===== src/rtl/bus_arb_pkg.sv =====
// bus_arb_pkg: shared types for the two-master QSPI SRAM bus arbiter.
//   arb_state_t : arbiter FSM state (IDLE, BUSY)
//   owner_t     : one-hot bus owner, bit 0 = master 0 (cache), bit 1 = master 1
//   LOCK_CNT_W  : width of the master 1 lock counter (MAX_LOCK is 1..255)
package bus_arb_pkg;

    typedef enum logic {
        IDLE = 1'b0,
        BUSY = 1'b1
    } arb_state_t;

    typedef logic [1:0] owner_t;

    localparam owner_t OWNER_NONE = 2'b00;
    localparam owner_t OWNER_M0   = 2'b01;
    localparam owner_t OWNER_M1   = 2'b10;

    localparam int LOCK_CNT_W = 8;

endpackage


===== src/rtl/bus_arbiter_if.sv =====
// bus_arbiter_if: one byte-bus command/response channel.
//   req/write/addr/wdata : command, driven by the requesting side
//   rdata/rdy            : completion, driven by the serving side
// Modports:
//   master : the side that issues commands (an arbiter client, or the
//            arbiter towards the SRAM controller)
//   slave  : the side that serves commands
interface bus_arbiter_if #(
    parameter int AW = 16,
    parameter int DW = 8
);
    logic          req;
    logic          write;
    logic [AW-1:0] addr;
    logic [DW-1:0] wdata;
    logic [DW-1:0] rdata;
    logic          rdy;

    modport master (output req, write, addr, wdata, input rdata, rdy);
    modport slave  (input req, write, addr, wdata, output rdata, rdy);
endinterface


===== src/rtl/bus_arb_rr.sv =====
// bus_arb_rr: pure arbitration decision, no state.
//   req        : {master 1, master 0} request lines
//   last_owner : owner of the most recently completed transfer
//   lock       : master 1 completed its last transfer with LOCK held
//   lock_cnt   : locked grants master 1 has taken since master 0 was served
//   winner     : one-hot master to grant (OWNER_NONE when nobody requests)
// A contested cycle goes to master 1 while its lock is still within budget,
// otherwise to whichever master did not own the bus last.
module bus_arb_rr
    import bus_arb_pkg::*;
#(
    parameter int MAX_LOCK = 16
) (
    input  logic [1:0]            req,
    input  owner_t                last_owner,
    input  logic                  lock,
    input  logic [LOCK_CNT_W-1:0] lock_cnt,
    output owner_t                winner
);

    logic lock_active;
    assign lock_active = lock && (lock_cnt < LOCK_CNT_W'(MAX_LOCK));

    always_comb begin
        winner = OWNER_NONE;
        case (req)
            2'b01:   winner = OWNER_M0;
            2'b10:   winner = OWNER_M1;
            2'b11:   winner = (lock_active || last_owner == OWNER_M0) ? OWNER_M1 : OWNER_M0;
            default: winner = OWNER_NONE;
        endcase
    end

endmodule


===== src/rtl/bus_arbiter.sv =====
// bus_arbiter: shares the QSPI SRAM byte bus between the cache (master 0)
// and a loader/DMA (master 1). A granted command is registered onto the bus
// and held until the SRAM controller pulses rdy; the completion and read
// data are then routed combinationally to the owner only.
// Ports:
//   CLK, RES : clock, synchronous active-high reset
//   m0, m1   : client channels (slave side of bus_arbiter_if)
//   M1_LOCK  : master 1 keeps ownership across back-to-back transfers
//   bus      : channel to the SRAM controller (master side)
//   GNT      : one-hot current owner, 00 when the bus is free
//   WDOG_ERR : sticky stall flag
// Optional feature: define BUS_ARB_WDOG_EN to build the BUSY watchdog that
// raises WDOG_ERR after WDOG_CYCLES cycles without rdy; otherwise WDOG_ERR
// is tied low.
module bus_arbiter
    import bus_arb_pkg::*;
#(
    parameter int AW          = 16,
    parameter int DW          = 8,
    parameter int MAX_LOCK    = 16,
    parameter int WDOG_CYCLES = 1024
) (
    input  logic          CLK,
    input  logic          RES,
    bus_arbiter_if.slave  m0,
    bus_arbiter_if.slave  m1,
    input  logic          M1_LOCK,
    bus_arbiter_if.master bus,
    output owner_t        GNT,
    output logic          WDOG_ERR
);

    arb_state_t            state_q, state_d;
    owner_t                owner_q, owner_d;
    owner_t                last_q, last_d;
    logic                  lock_q, lock_d;
    logic [LOCK_CNT_W-1:0] cnt_q, cnt_d;
    logic                  req_q, req_d;
    logic                  write_q, write_d;
    logic [AW-1:0]         addr_q, addr_d;
    logic [DW-1:0]         wdata_q, wdata_d;

    owner_t winner;
    logic   lock_active;
    logic   done;
    logic   m0_done, m1_done;

    bus_arb_rr #(.MAX_LOCK(MAX_LOCK)) u_rr (
        .req        ({m1.req, m0.req}),
        .last_owner (last_q),
        .lock       (lock_q),
        .lock_cnt   (cnt_q),
        .winner     (winner)
    );

    assign lock_active = lock_q && (cnt_q < LOCK_CNT_W'(MAX_LOCK));

    always_ff @(posedge CLK) begin
        if (RES) begin
            state_q <= IDLE;
            owner_q <= OWNER_NONE;
            last_q  <= OWNER_M1;   // master 0 wins the first contested cycle
            lock_q  <= 1'b0;
            cnt_q   <= '0;
            req_q   <= 1'b0;
            write_q <= 1'b0;
            addr_q  <= '0;
            wdata_q <= '0;
        end else begin
            state_q <= state_d;
            owner_q <= owner_d;
            last_q  <= last_d;
            lock_q  <= lock_d;
            cnt_q   <= cnt_d;
            req_q   <= req_d;
            write_q <= write_d;
            addr_q  <= addr_d;
            wdata_q <= wdata_d;
        end
    end

    always_comb begin
        state_d = state_q;
        owner_d = owner_q;
        last_d  = last_q;
        lock_d  = lock_q;
        cnt_d   = cnt_q;
        req_d   = req_q;
        write_d = write_q;
        addr_d  = addr_q;
        wdata_d = wdata_q;
        case (state_q)
            IDLE: begin
                // The lock only carries into the first IDLE cycle after the
                // locked transfer; this arbitration consumes it.
                lock_d = 1'b0;
                if (winner != OWNER_NONE) begin
                    state_d = BUSY;
                    owner_d = winner;
                    req_d   = 1'b1;
                    if (winner == OWNER_M0) begin
                        write_d = m0.write;
                        addr_d  = m0.addr;
                        wdata_d = m0.wdata;
                        cnt_d   = '0;
                    end else begin
                        write_d = m1.write;
                        addr_d  = m1.addr;
                        wdata_d = m1.wdata;
                        if (lock_active)
                            cnt_d = cnt_q + LOCK_CNT_W'(1);
                    end
                end
            end
            BUSY: begin
                if (bus.rdy) begin
                    state_d = IDLE;
                    owner_d = OWNER_NONE;
                    req_d   = 1'b0;
                    last_d  = owner_q;
                    lock_d  = (owner_q == OWNER_M1) && M1_LOCK;
                end
            end
            default: state_d = IDLE;
        endcase
    end

    // Completion is suppressed in a reset cycle so an abandoned transfer
    // never reaches its owner.
    assign done    = (state_q == BUSY) && bus.rdy && !RES;
    assign m0_done = done && (owner_q == OWNER_M0);
    assign m1_done = done && (owner_q == OWNER_M1);

    assign m0.rdy   = m0_done;
    assign m1.rdy   = m1_done;
    assign m0.rdata = (m0_done && !write_q) ? bus.rdata : '0;
    assign m1.rdata = (m1_done && !write_q) ? bus.rdata : '0;

    assign bus.req   = req_q;
    assign bus.write = write_q;
    assign bus.addr  = addr_q;
    assign bus.wdata = wdata_q;
    assign GNT       = owner_q;

`ifdef BUS_ARB_WDOG_EN
    localparam int WD_W = $clog2(WDOG_CYCLES + 1);

    logic [WD_W-1:0] wd_cnt_q;
    logic            wd_err_q;

    // Counts BUSY cycles without rdy; held at zero while IDLE so every
    // transfer starts fresh. The flag is only observed, never aborts.
    always_ff @(posedge CLK) begin
        if (RES) begin
            wd_cnt_q <= '0;
            wd_err_q <= 1'b0;
        end else if (state_q == IDLE) begin
            wd_cnt_q <= '0;
        end else if (!bus.rdy) begin
            if (wd_cnt_q != WD_W'(WDOG_CYCLES))
                wd_cnt_q <= wd_cnt_q + WD_W'(1);
            if (wd_cnt_q == WD_W'(WDOG_CYCLES - 1))
                wd_err_q <= 1'b1;
        end
    end

    assign WDOG_ERR = wd_err_q;
`else
    assign WDOG_ERR = 1'b0;
`endif

endmodule


===== src/flat_wrapper.sv =====
// flat-port wrapper written by rule: the top's interface ports become plain ports
module bus_arbiter_flat import bus_arb_pkg::*;
#(
    parameter int AW          = 16,
    parameter int DW          = 8,
    parameter int MAX_LOCK    = 16,
    parameter int WDOG_CYCLES = 1024
)
  (CLK, RES, M1_LOCK, GNT, WDOG_ERR, m0_req, m0_write, m0_addr, m0_wdata, m0_rdata, m0_rdy, m1_req, m1_write, m1_addr, m1_wdata, m1_rdata, m1_rdy, bus_req, bus_write, bus_addr, bus_wdata, bus_rdata, bus_rdy);
  bus_arbiter_if #(.AW(AW), .DW(DW)) m0_i ();
  bus_arbiter_if #(.AW(AW), .DW(DW)) m1_i ();
  bus_arbiter_if #(.AW(AW), .DW(DW)) bus_i ();
  input  logic CLK;
  input  logic RES;
  input  logic M1_LOCK;
  output owner_t GNT;
  output logic WDOG_ERR;
  input wire logic [$bits(m0_i.req)-1:0] m0_req;
  input wire logic [$bits(m0_i.write)-1:0] m0_write;
  input wire logic [$bits(m0_i.addr)-1:0] m0_addr;
  input wire logic [$bits(m0_i.wdata)-1:0] m0_wdata;
  output wire logic [$bits(m0_i.rdata)-1:0] m0_rdata;
  output wire logic [$bits(m0_i.rdy)-1:0] m0_rdy;
  input wire logic [$bits(m1_i.req)-1:0] m1_req;
  input wire logic [$bits(m1_i.write)-1:0] m1_write;
  input wire logic [$bits(m1_i.addr)-1:0] m1_addr;
  input wire logic [$bits(m1_i.wdata)-1:0] m1_wdata;
  output wire logic [$bits(m1_i.rdata)-1:0] m1_rdata;
  output wire logic [$bits(m1_i.rdy)-1:0] m1_rdy;
  output wire logic [$bits(bus_i.req)-1:0] bus_req;
  output wire logic [$bits(bus_i.write)-1:0] bus_write;
  output wire logic [$bits(bus_i.addr)-1:0] bus_addr;
  output wire logic [$bits(bus_i.wdata)-1:0] bus_wdata;
  input wire logic [$bits(bus_i.rdata)-1:0] bus_rdata;
  input wire logic [$bits(bus_i.rdy)-1:0] bus_rdy;
  assign m0_i.req = m0_req;
  assign m0_i.write = m0_write;
  assign m0_i.addr = m0_addr;
  assign m0_i.wdata = m0_wdata;
  assign m0_rdata = m0_i.rdata;
  assign m0_rdy = m0_i.rdy;
  assign m1_i.req = m1_req;
  assign m1_i.write = m1_write;
  assign m1_i.addr = m1_addr;
  assign m1_i.wdata = m1_wdata;
  assign m1_rdata = m1_i.rdata;
  assign m1_rdy = m1_i.rdy;
  assign bus_req = bus_i.req;
  assign bus_write = bus_i.write;
  assign bus_addr = bus_i.addr;
  assign bus_wdata = bus_i.wdata;
  assign bus_i.rdata = bus_rdata;
  assign bus_i.rdy = bus_rdy;
  bus_arbiter #(.AW(AW), .DW(DW), .MAX_LOCK(MAX_LOCK), .WDOG_CYCLES(WDOG_CYCLES)) u_core (.CLK(CLK), .RES(RES), .m0(m0_i), .m1(m1_i), .M1_LOCK(M1_LOCK), .bus(bus_i), .GNT(GNT), .WDOG_ERR(WDOG_ERR));
endmodule

===== config.mk =====
export PLATFORM = sky130hd
export DESIGN_NAME = bus_arbiter_flat
export DESIGN_NICKNAME = d
export VERILOG_FILES = /design/src/rtl/bus_arb_pkg.sv /design/src/rtl/bus_arbiter_if.sv /design/src/rtl/bus_arb_rr.sv /design/src/rtl/bus_arbiter.sv /design/src/flat_wrapper.sv
export SDC_FILE = /design/constraint.sdc
export NUM_CORES = 1
export LEC_CHECK = 0
export CORE_MARGIN = 1.5
export CORE_UTILIZATION = 38
export CTS_CLUSTER_SIZE = 8
export DETAILED_ROUTE_END_ITERATION = 16
export GPL_ROUTABILITY_DRIVEN = 0
export GPL_TIMING_DRIVEN = 0
export PLACE_DENSITY = 0.81
export SETUP_SLACK_MARGIN = 0.02
export SYNTH_ARGS = -nofsm -noshare
export SYNTH_HDL_FRONTEND = slang
export SYNTH_SLANG_ARGS = --single-unit

===== constraint.sdc =====
create_clock -name CLK -period 2.14 [get_ports CLK]
set_input_delay 0.428 -clock CLK [delete_from_list [all_inputs] [get_ports CLK]]
set_output_delay 0.428 -clock CLK [all_outputs]
set_load 0.005 [all_outputs]

==> results by group, run 1 <==
Setup path
  – Data required, critical path: 1710 ps
  – Crit-path slowest cell: dfxtp_4
  – Critical path arrival: 1650 ps
  – Cell Chain, Critical Path: nand2_8 > nor4b_4 > and2b_2 > buf_6 > buf_6 > and2_4 > buf_6
  – Launch point of the worst path: u_core.state_q
  – Worst-path fanout max: 4
  – CP max stage delay: 380 ps
  – WS Path Type: reg -> out
  – Cell family with the largest share of critical-path delay: simple AND/OR/NAND/NOR gates
  – Startpoint types: flip-flop
  – RR Startpoint: u_core.state_q
  – Most frequent CP cell: buf_6
  – Worst path buffer plus inverter count: 3
  – Type of element capturing the critical path: output port

Clocking
  – CTS tree: done
  – CTS root buffer: clkbuf_8
  – CTS Hold Bufs: 0
  – CTS Buffer Depth: 2
  – Htree depth: 2
  – Clock Latency Late Sink: 290 ps
  – Cts bufs inserted: 5
  – Worst-path clk slew: 80 ps
  – Clock Sinks: 40

Synthesis
  – Post-synthesis mux area share: 1.06%
  – Top-count cell post-synth: nor2_1
  – Avg Cell Area, Syn: 8.93 um2
  – Post-synthesis sequential area ratio: 42.5%
  – Largest cells by area after synthesis: dfxtp_1 (42%), o221a_1 (11%), nor2_1 (11%), and2_1 (5.6%), o221a_2 (3.6%)
  – Synth unique cells: 40
  – Top cells by count, synth: nor2_1 (54), dfxtp_1 (40), o221a_1 (19)
  – Seq cells post-synth: 40
  – Mapped Area: 1880 um2
  – Yosys warns: 0
  – Share of the synthesized area in the top cell type: 42.5%
  – Post-Synth Simple-Gate Area: 27.0%
  – Post-Synth Adder-Cell Area: 0.664%
  – EDFF count, synth: 0
  – Async set-or-reset flop fraction in the synthesized netlist: 0%
  – Largest family of logic cells by synthesized area: simple AND/OR/NAND/NOR gates
  – Area leader, netlist: dfxtp_1
  – Post-Syn Nets: 276
  – Main synth FF type: dfxtp_1
  – Mapped Cells: 211
  – Synth Area in Compound Gates: 23.6%
  – Post-synthesis xor/xnor area fraction: 0%

Drt
  – Drt initial violations: 77
  – DR DRC count: 0
  – DRT Wirelength: 6.11 mm
  – Vias: 2063
  – Antenna Nets Post-Route: 0
  – Via/cell ratio: 5.06
  – Pre-antenna DRT Iters: 4
  – DR WL/cell: 15.0 um

Timing
  – Final Hold Vio Count: 0
  – Fin worst setup slack: 60.3 ps
  – Min Tclk post-route: 2080 ps
  – Clk_skew: 9.87 ps
  – Final Setup Violations: 0
  – Max-slew violation count: 0
  – Final period util: 97.2%
  – RSZ-0062 raised after global routing: no
  – Max Freq: 481 MHz
  – Sum of negative setup slack: 0 ps

Global routing
  – Number of global-route vias before repair: 2038
  – Largest net degree at the start of global routing: 13
  – GRT overflow: 0
  – Initial antenna violation count: 0
  – First-pass GRT wire length: 9.43 mm
  – GRT Resource Usage Total: 22.9%

Place
  – Pre-CTS WS: -1080 ps
  – I/O Buffers: 109
  – Placed cell count: 387
  – Post-DP Area: 3060 um2
  – Detail Placement HPWL: 4.23 mm

Floorplanning
  – Num rows: 25
  – Die footprint: 5390 um2
  – Die height: 73.4 um
  – Starting Density: 39.6%
  – I/O Pins: 111
  – Core ar.: 4750 um2
  – Die width: 73.4 um

Pwr
  – LEAKAGE: 1.34 nW
  – Max VDD drop: 0.387 mV
  – Power Density: 554 nW/um2

Layout
  – Share of layout cells above drive strength 1: 20.8%
  – Area grow syn2layout: 74.6%
  – Final nets: 405
  – N_diodes: 0
  – Core Util, Final: 69.2%
  – Design Area, Final: 3290 um2
  – Cell Count, Final, Fillers Out: 408

Min path
  – Hold path startpoint: u_core.last_q[0]
  – Hold Crit Class: reg -> reg

Run status
  – Status: complete, no violations

Job
  – Number of max-cap violations: 0
final cells by class:
cell class,count,area (um2)
clock buffer,7,86.3
clock inverter,1,7.51
tap,67,83.8
buffer,13,91.3
sequential,40,807
timing repair buffer,123,1150
inverter,2,7.51
multi-input combinational,155,1050
fill,414,1470
metal layers:
metal | vias to the layer above | part of all wire [%] | GRT usage, %
met5 | - | 0 | 0
met4 | 0 | 1.2 | 5.35
met3 | 9 | 10 | 8.64
met2 | 99 | 49 | 41.1
met1 | 940 | 39 | 25.5
li1 | 1015 | - | -
state kept, by name (all words and copies together) (netlist names):
| signal | cells |
|---|---|
| u_core.bus.req | 1 |
| u_core.state_q | 1 |
| u_core.bus.wdata | 8 |
| u_core.GNT | 2 |
| u_core.last_q | 2 |
| u_core.bus.addr | 16 |
| u_core.cnt_q | 8 |
| u_core.bus.write | 1 |
| u_core.lock_q | 1 |
worst register-to-register path: cells and delay by family (launching register included):
| kind | cells | cell delay (ps) |
|---|---|---|
| AOI/OAI and AO/OA | 2 | 480 |
| buffers and inverters | 2 | 440 |
| and+or+nand+nor | 2 | 450 |
| DFF | 1 | 370 |
path summary, 6_finish.rpt:
check        depth (start not counted)  slack [ps]                  end
max                                  7          60          m1_rdata[4]
min                                  2         470     u_core.last_q[0]
max reg2reg                          6         280  u_core.bus.addr[13]
min reg2reg                          2         470     u_core.last_q[0]
cells by family (layout without fill, tap and decap cells):
logic type / count (synthesis) / in the layout
DFF: 40 / 40
AOI/OAI and AO/OA: 49 / 49
buffers and inverters: 16 / 146
muxes: 2 / 2
adders and majority gates: 1 / 1
and+or+nand+nor: 102 / 102
other: 1 / 1
power by group:
group,internal [mW],switching [mW]
Clock,0.262,0.263
Sequential,0.801,0.0346
Combinational,0.288,0.172
repair_timing:
action | 4_1_cts | 5_1_grt
buffers inserted | 12 | 3
setup endpoints to repair | 18 | 16
resized for setup | 97 | 8
endpoints found under the hold margin | 0 | 0
pin swaps | 8 | 2
stage by stage:
step                hold WS [ps]  total power, mW
floorplan                    432             1.02
CTS                          455             1.83
global placement             447             1.28
finish                       469             1.82
detailed placement           443             1.29
global route                 482             1.90
cell usage in the layout (no fill, tap or decap), drive strengths merged, types with 2 or more instances in the layout:
cell and n:
a21oi 11, inv 2, nand2 5, nor2 54, clkdlybuf4s50 89, dlygate4sd2 2, and2b 2, dfxtp 40
clkbuf 11, o221a 25, o211ai 2, nor2b 3, nand3 10, mux2i 2, buf 40, o21a 2
nor4b 2, and4 2, a211o 2, and2 17
(Power assumes the default switching activity.)
==> run 2, diff against run 1 <==
PLACE_DENSITY = 0.8   (was 0.81)
==> results by group, run 2 (synthesized netlist as in run 1, its figures left out) <==
Setup path
  – Type of element capturing the critical path: output port
  – Data required, critical path: 1710 ps
  – WS Path Type: in -> out
  – R2r setup slk: 290 ps
  – Worst-path fanout max: 4
  – Startpoint types: input pin
  – Critical path arrival: 1730 ps

Layout
  – Area grow syn2layout: 78.1%
  – Commonest non-fill, non-tap cells in the layout: clkdlybuf4s50_1 (89), nor2_1 (54), dfxtp_1 (37), o221a_1 (19), buf_6 (17)
  – Share of layout cells above drive strength 1: 22.2%
  – Design Area, Final: 3360 um2
  – Fill cells: 376
  – Commonest non-fill, non-tap cell in the layout: clkdlybuf4s50_1
  – Final nets: 407
  – N_diodes: 0
  – Max reg flops: 16
  – Cell Count, Final, Fillers Out: 410

Timing
  – Max-slew violation count: 0
  – Final Setup Violations: 3
  – Clk_skew: 10.2 ps
  – Min Tclk post-route: 2160 ps
  – Final period util: 101%
  – Max Freq: 463 MHz
  – Fin worst setup slack: -19.1 ps
  – RSZ-0062 raised after global routing: yes
  – Min Hold Slack: 474 ps
  – Final Hold Vio Count: 0

Pwr
  – Clock Power Share: 32.5%
  – Gate power share: 23.9%
  – P_int: 1.43 mW
  – P_sw: 485 uW
  – Final Total Pwr: 1.92 mW
  – Power Density: 572 nW/um2
  – Seq pwr share: 43.5%
  – Max VDD drop: 0.375 mV
  – LEAKAGE: 1.37 nW
  – Sw frac: 25.3%

Global routing
  – GRT Resource Usage Total: 22.9%
  – Initial antenna violation count: 0
  – GRT overflow: 0
  – First-pass GRT wire length: 9.44 mm
  – Number of global-route vias before repair: 2015
  – Largest net degree at the start of global routing: 14

Floorplanning
  – I/O Pins: 111
  – Starting Density: 39.6%
  – Die width: 73.4 um
  – Die height: 73.4 um
  – Num rows: 25
  – Core ar.: 4750 um2
  – Die footprint: 5390 um2

Place
  – Placed cell count: 387
  – Detail Placement HPWL: 4.07 mm
  – Post-DP Area: 3060 um2
  – I/O Buffers: 109

Drt
  – Antenna Nets Post-Route: 0
  – DR DRC count: 0
  – Drt initial violations: 115
  – DRT Wirelength: 5.97 mm
  – Via/cell ratio: 5.01
  – Pre-antenna DRT Iters: 4
  – Vias: 2056
  – DR WL/cell: 14.6 um

Clocking
  – CTS Buffer Depth: 2
  – Worst-path clk slew: 80 ps
  – Htree depth: 2
  – Clock Sinks: 40
  – CTS tree: done
  – CTS Hold Bufs: 0
  – Clock Latency Late Sink: 300 ps
  – Cts bufs inserted: 5
  – CTS root buffer: clkbuf_8

Run status
  – Status: complete, but fails checks
  – Failing checks: negative setup slack

Job
  – Number of max-cap violations: 0

Min path
  – Hold Crit Class: reg -> reg
## run 2: cell types whose count changed in the layout (fill, tap and decap cells not counted), sizes merged
| cell | delta |
|---|---|
| bufinv | +1 |
| clkinv | +1 |
| clkbuf | -2 |
| clkdlybuf4s18 | +1 |
| buf | +1 |
## run 2: path summary, 6_finish.rpt
path                     from                   to  cells past startpoint
max                   bus_rdy          m1_rdata[3]                      8
min          u_core.last_q[0]     u_core.last_q[0]                      2
max reg2reg    u_core.state_q  u_core.bus.addr[11]                      6
min reg2reg  u_core.last_q[0]     u_core.last_q[0]                      2
## run 2: layout make-up
type / instances / area (um2) / share of cell area [%]
timing repair buffer: 125 / 1200 / 35.7
multi-input combinational: 155 / 1060 / 31.5
sequential: 40 / 807 / 24.0
buffer: 13 / 91.3 / 2.72
tap: 67 / 83.8 / 2.50
clock buffer: 5 / 68.8 / 2.05
clock inverter: 3 / 42.5 / 1.27
inverter: 2 / 7.51 / 0.224
## run 2: worst max-delay path, stage by stage
cell and delay (ps):
clkdlybuf4s18_2 270, nand2_8 80, nor4b_4 270, and2b_2 250, buf_6 130, buf_6 90
and2_4 130, buf_6 90
## run 2: per-stage QoR
step | TNS (ps) | util [%] | setup WS, ps
finish | -32.2 | 70.6 | -19.1
global route | -79.5 | 70.6 | -36.9
floorplan | 0 | - | 294
detailed placement | -17630 | 64.3 | -1040
global placement | -17010 | 64.3 | -996
CTS | -237 | 70.2 | -63.0
## run 2: timing repair
item,in CTS,in global routing
setup buffers,16,1
pin swaps,12,2
gates resized for setup,97,14
endpoints found under the setup margin,18,16
gates cloned,0,0
## run 2: layer usage
layer  vias up  GRT usage [%]  part of all wire [%]
li1       1013              -                     -
met1       936           27.1                    40
met2        92           39.2                    50
met3        15           7.41                   8.9
met4         0           7.82                   1.8
met5         -              0                     0
## run 2: power by group through the flow
stage | Sequential (mW) | Clock (mW) | Combinational (mW)
finish | 0.835 | 0.625 | 0.459
global route | 0.843 | 0.668 | 0.498
CTS | 0.832 | 0.631 | 0.465
detailed placement | 0.847 | 0 | 0.440
global placement | 0.845 | 0 | 0.437
floorplan | 0.850 | 0 | 0.168
